==> src/rtl/decoder_scan_if.sv <==
// rtl/decoder_scan_if.sv - control/status bundle between a line sequencer's controller and decoder_scan.
interface decoder_scan_if #(
  parameter int N = 2
);
  logic               e;
  logic [1:0]         mode;
  logic [N-1:0]       sel;
  logic               start;
  logic [(1<<N)-1:0]  y;
  logic [N-1:0]       idx;
  logic               busy;
  logic               done;

  modport master (output e, mode, sel, start, input y, idx, busy, done);
  modport slave  (input e, mode, sel, start, output y, idx, busy, done);
endinterface

==> src/rtl/decoder_scan.sv <==
// rtl/decoder_scan.sv - registered N-to-2^N one-hot decoder with direct, scan-up/down and one-shot sweep modes.
module decoder_scan #(
  parameter int N          = 2,
  parameter int DWELL      = 4,
  parameter int ACTIVE_LOW = 0
) (
  input  logic          clk,
  input  logic          rst,
  decoder_scan_if.slave bus
);
  localparam int             W          = 1 << N;
  localparam int             DW         = (DWELL > 1) ? $clog2(DWELL) : 1;
  localparam logic [DW-1:0]  DWELL_LAST = DW'(DWELL - 1);
  localparam logic [W-1:0]   INACT      = (ACTIVE_LOW != 0) ? '1 : '0;
  localparam logic [W-1:0]   ONE        = W'(1);
  localparam logic [N-1:0]   IDX_MAX    = '1;
  localparam logic [1:0]     M_DIRECT   = 2'b00;
  localparam logic [1:0]     M_UP       = 2'b01;
  localparam logic [1:0]     M_DOWN     = 2'b10;

  typedef enum logic {SW_IDLE, SW_RUN} sw_state_e;

  sw_state_e       state_q, state_d;
  logic [W-1:0]    y_q, y_d;
  logic [N-1:0]    idx_q, idx_d;
  logic [DW-1:0]   dwell_q, dwell_d;
  logic [1:0]      mode_q, mode_d;
  logic            done_q, done_d;
  logic            mode_chg;
  logic            dwell_last;

  assign mode_chg   = (bus.mode != mode_q);
  assign dwell_last = (dwell_q == DWELL_LAST);

  // With e low everything holds except y (inactive) and done (cleared).
  always_comb begin
    state_d = state_q;
    y_d     = INACT;
    idx_d   = idx_q;
    dwell_d = dwell_q;
    mode_d  = mode_q;
    done_d  = 1'b0;
    if (bus.e) begin
      mode_d = bus.mode;
      case (bus.mode)
        M_DIRECT: begin
          state_d = SW_IDLE;
          idx_d   = bus.sel;
          dwell_d = '0;
          y_d     = (ONE << bus.sel) ^ INACT;
        end
        M_UP, M_DOWN: begin
          state_d = SW_IDLE;
          if (mode_chg) begin
            idx_d   = bus.sel;
            dwell_d = '0;
          end else if (dwell_last) begin
            dwell_d = '0;
            idx_d   = (bus.mode == M_UP) ? idx_q + 1'b1 : idx_q - 1'b1;
          end else begin
            dwell_d = dwell_q + 1'b1;
          end
          y_d = (ONE << idx_d) ^ INACT;
        end
        default: begin
          // Sweep: start is only honoured while idle; a run ends after the top line's dwell.
          if (state_q == SW_IDLE || mode_chg) begin
            state_d = SW_IDLE;
            if (mode_chg) dwell_d = '0;
            if (bus.start) begin
              state_d = SW_RUN;
              idx_d   = '0;
              dwell_d = '0;
              y_d     = ONE ^ INACT;
            end
          end else if (!dwell_last) begin
            dwell_d = dwell_q + 1'b1;
            y_d     = (ONE << idx_q) ^ INACT;
          end else begin
            dwell_d = '0;
            if (idx_q == IDX_MAX) begin
              state_d = SW_IDLE;
              done_d  = 1'b1;
            end else begin
              idx_d = idx_q + 1'b1;
              y_d   = (ONE << idx_d) ^ INACT;
            end
          end
        end
      endcase
    end
  end

  always_ff @(posedge clk) begin
    if (rst) begin
      state_q <= SW_IDLE;
      y_q     <= INACT;
      idx_q   <= '0;
      dwell_q <= '0;
      mode_q  <= M_DIRECT;
      done_q  <= 1'b0;
    end else begin
      state_q <= state_d;
      y_q     <= y_d;
      idx_q   <= idx_d;
      dwell_q <= dwell_d;
      mode_q  <= mode_d;
      done_q  <= done_d;
    end
  end

  assign bus.y    = y_q;
  assign bus.idx  = idx_q;
  assign bus.busy = (state_q == SW_RUN);
  assign bus.done = done_q;
endmodule

==> src/flat_wrapper.sv <==
// flat-port wrapper written by rule: the top's interface ports become plain ports
module decoder_scan_flat 
#(
  parameter int N          = 2,
  parameter int DWELL      = 4,
  parameter int ACTIVE_LOW = 0
)
  (clk, rst, bus_e, bus_mode, bus_sel, bus_start, bus_y, bus_idx, bus_busy, bus_done);
  decoder_scan_if #(.N(N)) bus_i ();
  input  logic clk;
  input  logic rst;
  input wire logic [$bits(bus_i.e)-1:0] bus_e;
  input wire logic [$bits(bus_i.mode)-1:0] bus_mode;
  input wire logic [$bits(bus_i.sel)-1:0] bus_sel;
  input wire logic [$bits(bus_i.start)-1:0] bus_start;
  output wire logic [$bits(bus_i.y)-1:0] bus_y;
  output wire logic [$bits(bus_i.idx)-1:0] bus_idx;
  output wire logic [$bits(bus_i.busy)-1:0] bus_busy;
  output wire logic [$bits(bus_i.done)-1:0] bus_done;
  assign bus_i.e = bus_e;
  assign bus_i.mode = bus_mode;
  assign bus_i.sel = bus_sel;
  assign bus_i.start = bus_start;
  assign bus_y = bus_i.y;
  assign bus_idx = bus_i.idx;
  assign bus_busy = bus_i.busy;
  assign bus_done = bus_i.done;
  decoder_scan #(.N(N), .DWELL(DWELL), .ACTIVE_LOW(ACTIVE_LOW)) u_core (.clk(clk), .rst(rst), .bus(bus_i));
endmodule
==> config.mk <==
export PLATFORM = sky130hd
export DESIGN_NAME = decoder_scan_flat
export DESIGN_NICKNAME = d
export VERILOG_FILES = /design/src/rtl/decoder_scan_if.sv /design/src/rtl/decoder_scan.sv /design/src/flat_wrapper.sv
export SDC_FILE = /design/constraint.sdc
export NUM_CORES = 1
export LEC_CHECK = 0
export BUFFER_PORTS_ARGS = -buffer_cell sky130_fd_sc_hd__buf_2
export CORE_MARGIN = 3
export CORE_UTILIZATION = 58
export DETAILED_ROUTE_END_ITERATION = 12
export PLACE_DENSITY = 0.91
export SLEW_MARGIN = 20
export SYNTH_ARGS = -nofsm -noshare
export SYNTH_HDL_FRONTEND = slang
export SYNTH_SLANG_ARGS = --single-unit
==> constraint.sdc <==
create_clock -name clk -period 2.8 [get_ports clk]
set_clock_uncertainty 0.05 [all_clocks]
set_input_delay 0.42 -clock clk [delete_from_list [all_inputs] [get_ports clk]]
set_output_delay 0.42 -clock clk [all_outputs]
set_load 0.005 [all_outputs]
Word level (Yosys, flattened, before mapping)
Cells that the tools add are included.

cells by class
  add/subtract/negate cells = 3
  eq/ne operators = 8
  shift-type cells = 4
  muxes and demuxes = 27
  bitwise logic cells = 3
  reduce and logical (&&, ||, !) cells = 12

operator list
  operator                                                                  count
  2-bit two-way mux                                                         14
  1-bit by 2-bit << shifter with 4-bit output (first input constant)        4
  4-bit two-way mux                                                         3
  2-bit one-hot mux with 2 select lines                                     2
  4-bit one-hot mux with 2 select lines                                     1
  1-bit two-way mux                                                         7
  7-bit OR reduction                                                        1
  2-bit == test (second input constant)                                     3
  3-bit nonzero test                                                        2
  5-bit by 4-bit inequality test with 1-bit output (second input constant)  1
  2-bit by 1-bit adder with 2-bit output (second input constant)            2
  4-bit by 3-bit inequality test with 1-bit output (second input constant)  1
  4-bit inequality test (second input constant)                             1
  4-bit AND reduction                                                       1
  4-bit nonzero test                                                        1
  2-bit OR reduction                                                        2
  1-bit NOT                                                                 3
  3-bit AND reduction                                                       1
  3-bit OR reduction                                                        1
  2-bit by 1-bit == test with 1-bit output (second input constant)          1
  2-bit logical NOT                                                         1
  2-bit inequality test                                                     1
  2-bit AND reduction                                                       1
  2-bit by 1-bit subtractor with 2-bit output (second input constant)       1
  1-bit logical OR                                                          1

storage, ports and cells
  flip-flop bits (word level) = 12
  input bits = 8

Depth between registers and ports, before layout
Gate-level depths: netlist (run 1).

  depth after elaboration = 8
  gate-level depth with buffers = 7
  mapped depth without buffers = 7

Worst setup path before layout (run 1)
Ideal clock, no wire load.

  path kind = input to register
  start = input port bus_mode[0]
  end = register u_core.idx_q[1], in the netlist u_core.bus.idx[1]
  arrival time = 1772 ps
  data required time = 2631 ps
  slack = 860 ps
  stages = 6
  cell sequence = inv_1 ha_1 or3_1 a31oi_1 a311oi_2 o221a_2

on the way
  longest elaborated chain between the ends = 7
  elaborated cells between the ends (all ways) = 17
  classes of those cells = eq/ne: 5; mux: 7; reduce/logical: 5

RTL lines
  what                                      RTL line                                text
  start: declaration                        flat_wrapper.sv:13                      input wire logic [$bits(bus_i.mode)-1:0] bus_mode;
  2-bit by 1-bit == test with 1-bit output  decoder_scan.sv:45, decoder_scan.sv:59
  2-bit two-way mux                         decoder_scan.sv:59                      idx_d = (bus.mode == M_UP) ? idx_q + 1'b1 : idx_q - 1'b1;
  2-bit two-way mux                         decoder_scan.sv:57                      end else if (dwell_last) begin
  2-bit two-way mux                         decoder_scan.sv:54                      if (mode_chg) begin
  2-bit two-way mux                         decoder_scan.sv:45                      case (bus.mode)
  2-bit two-way mux                         decoder_scan.sv:43                      if (bus.e) begin
  2-bit one-hot mux with 2 select lines     decoder_scan.sv:45
  end signal: assignment                    decoder_scan.sv:105                     idx_q <= idx_d;
  end: declaration                          decoder_scan.sv:25                      logic [N-1:0] idx_q, idx_d;

Several ways; a longest one is shown, not always the timed one. The select of a mux whose other input is x is not followed.
A chain may end at the register's enable or synchronous reset.

Worst setup path after layout (run 1)
  start = register u_core.idx_q[0], in the netlist u_core.bus.idx[0]
  end = register u_core.y_q[1], in the netlist u_core.bus.y[1]

on the way
  longest elaborated chain between the ends = 8
  elaborated cells between the ends (all ways) = 15
  classes of those cells = add/sub: 2; eq/ne: 1; shift: 3; mux: 9

RTL lines
  what                                                                                                          RTL line                                text
  2-bit by 1-bit subtractor with 2-bit output / 2-bit by 1-bit adder with 2-bit output (equally long branches)  decoder_scan.sv:59, decoder_scan.sv:85
  2-bit two-way mux                                                                                             decoder_scan.sv:59
  2-bit two-way mux                                                                                             decoder_scan.sv:57
  2-bit two-way mux                                                                                             decoder_scan.sv:54
  2-bit two-way mux                                                                                             decoder_scan.sv:45
  2-bit two-way mux                                                                                             decoder_scan.sv:43
  1-bit by 2-bit << shifter with 4-bit output                                                                   decoder_scan.sv:63                      y_d = (ONE << idx_d) ^ INACT;
  4-bit one-hot mux with 2 select lines *                                                                       decoder_scan.sv:45
  end signal: assignment                                                                                        decoder_scan.sv:104                     y_q <= y_d;
  end: declaration                                                                                              decoder_scan.sv:24                      logic [W-1:0] y_q, y_d;

Every way passes the cells marked *; elsewhere a longest branch is shown, timed or not. The select of a mux whose other input is x is not followed.

==> metrics.yaml, run 1 <==
power:
  combPwrFrac_pct: 24.4
  p_int_uw: 300
  p_seq_share_pct: 42.6
  ir_drop_mv: 0.286
  powerDensity_mw_per_mm2: 417
  p_leak_uw: 0.000479
  swShare_pct: 30.8
  clock_power_share_pct: 33.0
  p_switching_uw: 134
final_layout:
  register_area_um2: 240
  multiInputGateArea_um2: 647
  layout-drive-gt1-share_pct: 23.1
  fin_util_pct: 74.3
  area_delta_synth_final_pct: 11.7
  nNetsFinal: 142
  final_common_cell: "buf_2"
  mostFrequentLayoutCells: "buf_2 (15), ha_1 (12), dfxtp_1 (12), a21oi_1 (9), nand2_1 (8)"
  insertedDiodeCount: 0
  nFillCells: 104
drt:
  drt-total-wl_mm: 2.16
  ant_nets: 0
  drtPass1Iterations: 4
  via_count: 864
  drc: 0
  drtIter0Drc: 30
  routedWlPerCell_um: 15.9
  viasPerCell: 6.35
global_routing:
  grt-ovfl-total: 0
  antenna_found_initial: 0
  track_usage_pct: 24.7
  grt_pass1_wl_mm: 3.73
  grt_max_degree: 10
  grt_pass1_vias: 866
floorplanning:
  rows: 13
  start_util_pct: 66.5
  die-area_mm2: 0.00212
  fp.dieW_um: 46.1
  io_pins: 16
  core-area_mm2: 0.00140
  die_h_um: 46.1
timing:
  hold_violations: 0
  min_period_ns: 2.14
  setup_viol: 0
  rsz0062_at_grt: "no"
  slew_headroom_pct: 70.5
  finalSetupTns_ns: 0
  slew_viol_final: 0
  finalCritPeriodShare_pct: 76.3
  worstMarginPinSlew_ns: 0.441
  fmax_mhz: 468
cts:
  cts.path.max_buffers: 2
  cts_tree: "yes"
  cts_resized: 0
  clk_pin_slew_worst_paths_ns: 0.08
  h-tree-depth: 1
  cts_root_buffer: "clkbuf_4"
  postCtsSetupRepairBufs: 0
  hold_buffers: 0
  worstSkewPairLatency_ns: 0.28
  cts.sinks: 12
  cts_made_buffers: 3
min_path:
  hold_path.class: "input pin to flip-flop"
setup_path:
  end_kind: "flip-flop"
  critPathSlowestCell: "dfxtp_1"
  crit_required_ns: 2.97
  cp_top_family: "flip-flops"
  worst_ep_arrival_time_ns: 2.31
  max_stage_delay_ns: 0.46
  worst_setup_path_start_kind: "flip-flop"
  path_buf_inv: 1
  crit_type: "flip-flop to flip-flop"
  crit_chain: "inv_1 -> ha_1 -> xor2_1 -> mux2i_1 -> mux2i_2 -> or3b_1 -> a21oi_2"
  cp_max_fo: 6
run:
  timing.max_cap.violations: 0
run_status:
  outcome: "completed"
placement:
  io_buffers: 15
  gp_congestion: 0.903
synth:
  yosysWarnings: 0
  netlist_instances: 105
  synth_area_per_cell_um2: 8.87
  synth.distinct_cells: 37
  ys_seq_area_share_pct: 25.8
  syn_area_um2: 931
  synth_nets: 125
  synth-seq-cells: 12
sequential cells by signal, indices dropped and copies added, names as in the netlist:
| register | cells |
|---|---|
| u_core.dwell_q | 2 |
| u_core.bus.done | 1 |
| u_core.mode_q | 2 |
| u_core.bus.idx | 2 |
| u_core.bus.y | 4 |
| u_core.bus.busy | 1 |
power by group through the flow:
stage,clock [uW],combinational (uW),sequential [uW]
6_report,143,106,185
5_1_grt,155,118,186
4_1_cts,145,104,185
3_5_place_dp,0,103,188
3_3_place_gp,0,100,188
2_1_floorplan,0,71.8,187
layer usage:
layer  vias to the layer above  global-route usage [%]  wire length [um]
li1                        412                       -                 -
met1                       392                    28.0               862
met2                        48                    42.0              1080
met3                        12                    7.81               153
met4                         0                    10.2                63
met5                         -                       0                 0
cells in the mapped netlist:
master	number	area, um^2
o2bb2ai_1	1	8.76
a21oi_1	9	45.0
clkbuf_8	1	13.8
dfxtp_1	12	240
mux2i_1	6	60.1
o31a_1	1	8.76
nor2_1	5	18.8
nand3_4	1	17.5
nor4_1	1	6.26
mux2i_2	1	13.8
inv_1	6	22.5
a211o_1	1	8.76
o31ai_1	1	7.51
clkbuf_1	2	7.51
xor2_1	2	17.5
nand4_1	2	12.5
nand2b_1	2	12.5
or3_1	2	12.5
xnor2_2	2	32.5
ha_1	12	150
o221a_2	1	11.3
a21oi_2	1	8.76
and2_1	1	6.26
a31oi_1	1	6.26
and3_1	1	6.26
mux2_2	1	11.3
o21ai_0	5	25.0
nand2_1	8	30.0
or3b_1	1	8.76
nor3b_1	1	7.51
nand3b_1	1	7.51
a41o_1	1	10.0
nand3_1	6	30.0
or4_1	1	7.51
and3_2	1	7.51
nor3_1	3	15.0
a311oi_2	1	15.0
worst paths after layout:
kind	from	to	slack (ns)	cells after the start
worst max-delay path	u_core.bus.idx[0]	u_core.bus.y[1]	0.66	7
worst min-delay path	rst	u_core.dwell_q[1]	0.35	2
worst max register to register	u_core.bus.idx[0]	u_core.bus.y[1]	0.66	7
worst min register to register	u_core.dwell_q[1]	u_core.dwell_q[1]	0.44	2
per-stage QoR:
step / hold WS, ns / power (uW) / cells / instance area [um^2] / setup slack, ns
5_1_grt: 0.358 / 458 / 136 / 1040 / 0.524
2_1_floorplan: 0.396 / 259 / 105 / 931 / 0.860
4_1_cts: 0.344 / 433 / 136 / 1040 / 0.684
3_5_place_dp: 0.422 / 291 / 132 / 1000 / 0.529
3_3_place_gp: 0.413 / 288 / 132 / 1000 / 0.599
6_report: 0.352 / 434 / 136 / 1040 / 0.665
cells by family after synthesis:
| group | after synthesis | share of synthesized area [%] |
|---|---|---|
| compound gates | 23 | 16.7 |
| xor+xnor | 4 | 5.38 |
| fa+ha+maj | 12 | 16.1 |
| buf+inv | 9 | 4.70 |
| flops | 12 | 25.8 |
| mux | 8 | 9.14 |
| simple gates | 37 | 22.2 |
final cells by class:
class	instances	area share (%)
flip-flops and latches	12	23.1
inverters	6	2.17
well taps	15	1.81
clock buffers	4	3.49
repair buffers	15	7.22
multi-input cells	84	62.2
Note: power is estimated with default switching activity, not from simulation.
==> inputs of run 2 (changes only) <==
CORE_UTILIZATION = 54   (was 58)
PLACE_DENSITY = 0.86   (was 0.91)
clock period = 2 ns   (was 2.8 ns; I/O delays follow)
==> metrics.yaml, run 2 (synthesized netlist as in run 1, its figures left out) <==
setup_path:
  cp_max_fo: 4
  crit_type: "flip-flop to flip-flop"
  reg2reg_depth: 7
  crit_required_ns: 2.17
  worst_setup_path_start_kind: "flip-flop"
  worst_ep_arrival_time_ns: 2.03
  end_kind: "flip-flop"
  rrSetupSlack_ns: 0.14
cts:
  worstSkewPairLatency_ns: 0.28
  cts.path.max_buffers: 2
  cts.sinks: 12
  cts_made_buffers: 3
  cts_tree: "yes"
  cts_root_buffer: "clkbuf_4"
  h-tree-depth: 1
  clk_pin_slew_worst_paths_ns: 0.09
floorplanning:
  core-area_mm2: 0.00156
  rows: 14
  die-area_mm2: 0.00226
  fp.dieW_um: 47.5
  start_util_pct: 59.7
  io_pins: 16
  die_h_um: 47.5
run:
  timing.max_cap.violations: 0
timing:
  setup_viol: 0
  hold_violations: 0
  finalSetupTns_ns: 0
  slew_viol_final: 0
  whs_ns: 0.236
  fmax_mhz: 537
  min_period_ns: 1.86
  rsz0062_at_grt: "no"
  slew_headroom_pct: 72.5
  finalCritPeriodShare_pct: 93.1
  worstMarginPinSlew_ns: 0.410
  setup_slack_ns: 0.138
final_layout:
  final_cells: 146
  largest_reg_flops: 4
  area_delta_synth_final_pct: 20.4
  nFillCells: 120
  mostFrequentLayoutCells: "buf_2 (15), dfxtp_1 (12), ha_1 (11), a21oi_1 (9), buf_4 (9)"
  nNetsFinal: 151
  final_common_cell: "buf_2"
  insertedDiodeCount: 0
  layout-drive-gt1-share_pct: 30.0
power:
  swShare_pct: 30.5
  p_leak_uw: 0.000525
  combPwrFrac_pct: 27.1
  total_power_uw: 628
  clock_power_share_pct: 32.2
  ir_drop_mv: 0.303
  p_seq_share_pct: 40.7
  p_int_uw: 436
  p_switching_uw: 192
  powerDensity_mw_per_mm2: 560
drt:
  ant_nets: 0
  drc: 0
  via_count: 895
  drtIter0Drc: 23
  drtPass1Iterations: 4
  routedWlPerCell_um: 15.0
  drt-total-wl_mm: 2.19
  viasPerCell: 6.13
run_status:
  outcome: "completed"
placement:
  post-place-cells: 141
  io_buffers: 15
  pre_cts_ws_ns: 0.0175
  hpwlAfterDp_mm: 1.66
  gp_congestion: 0.903
min_path:
  hold_path.class: "input pin to flip-flop"
  hold_depth: 2
global_routing:
  grt_max_degree: 10
  grt_pass1_vias: 785
  track_usage_pct: 21.9
  grt_pass1_wl_mm: 3.42
  grt-ovfl-total: 0
  antenna_found_initial: 0
[run 2: cell count changes in the layout (fill, tap and decap cells not counted), sizes merged]
cell / previous run / this run
buf: 15 / 24
[run 2: metal layers]
metal	share of wire [%]	GRT usage, %
met1	40	26.1
met2	51	37.2
met3	7.6	3.38
met4	1.6	12.2
met5	0	0
[run 2: per-stage QoR]
stage          area [um^2]  util (%)
6_report              1120      71.9
3_3_place_gp          1060      68.3
2_1_floorplan          931         -
3_5_place_dp          1060      68.3
5_1_grt               1120      71.9
4_1_cts               1100      70.6
[run 2: worst paths after layout]
path	start	to
max	u_core.bus.idx[1]	u_core.bus.y[1]
min	rst	u_core.bus.busy
max reg2reg	u_core.bus.idx[1]	u_core.bus.y[1]
min reg2reg	u_core.dwell_q[0]	u_core.dwell_q[0]
[run 2: worst max-delay path, stage by stage (launching register included)]
cell     delay (ns)
dfxtp_1        0.36
inv_1          0.09
ha_4           0.28
xor2_1         0.16
mux2i_1        0.13
mux2i_2        0.22
or3b_1         0.39
a21oi_2        0.11
[run 2: power by group through the flow]
stage               Clock, uW  Combinational [uW]  Sequential [uW]
floorplan                   0                 100              262
global placement            0                 154              260
detailed placement          0                 160              261
CTS                       200                 161              255
global route              217                 190              257
finish                    202                 170              256
[run 2: final cells by class]
class	count	area (um^2)	area share, %
clock buffer	4	36.3	3.24
timing repair buffer	24	143	12.7
inverter	6	22.5	2.01
sequential	12	240	21.4
multi-input combinational	84	659	58.8
tap	16	20.0	1.79
[run 2: timing repair]
| item | CTS | global route |
|---|---|---|
| gates resized for setup | 0 | 2 |
| hold buffers | 0 | 0 |
| endpoints found under the setup margin | 0 | 2 |
| buffers inserted | 0 | 1 |
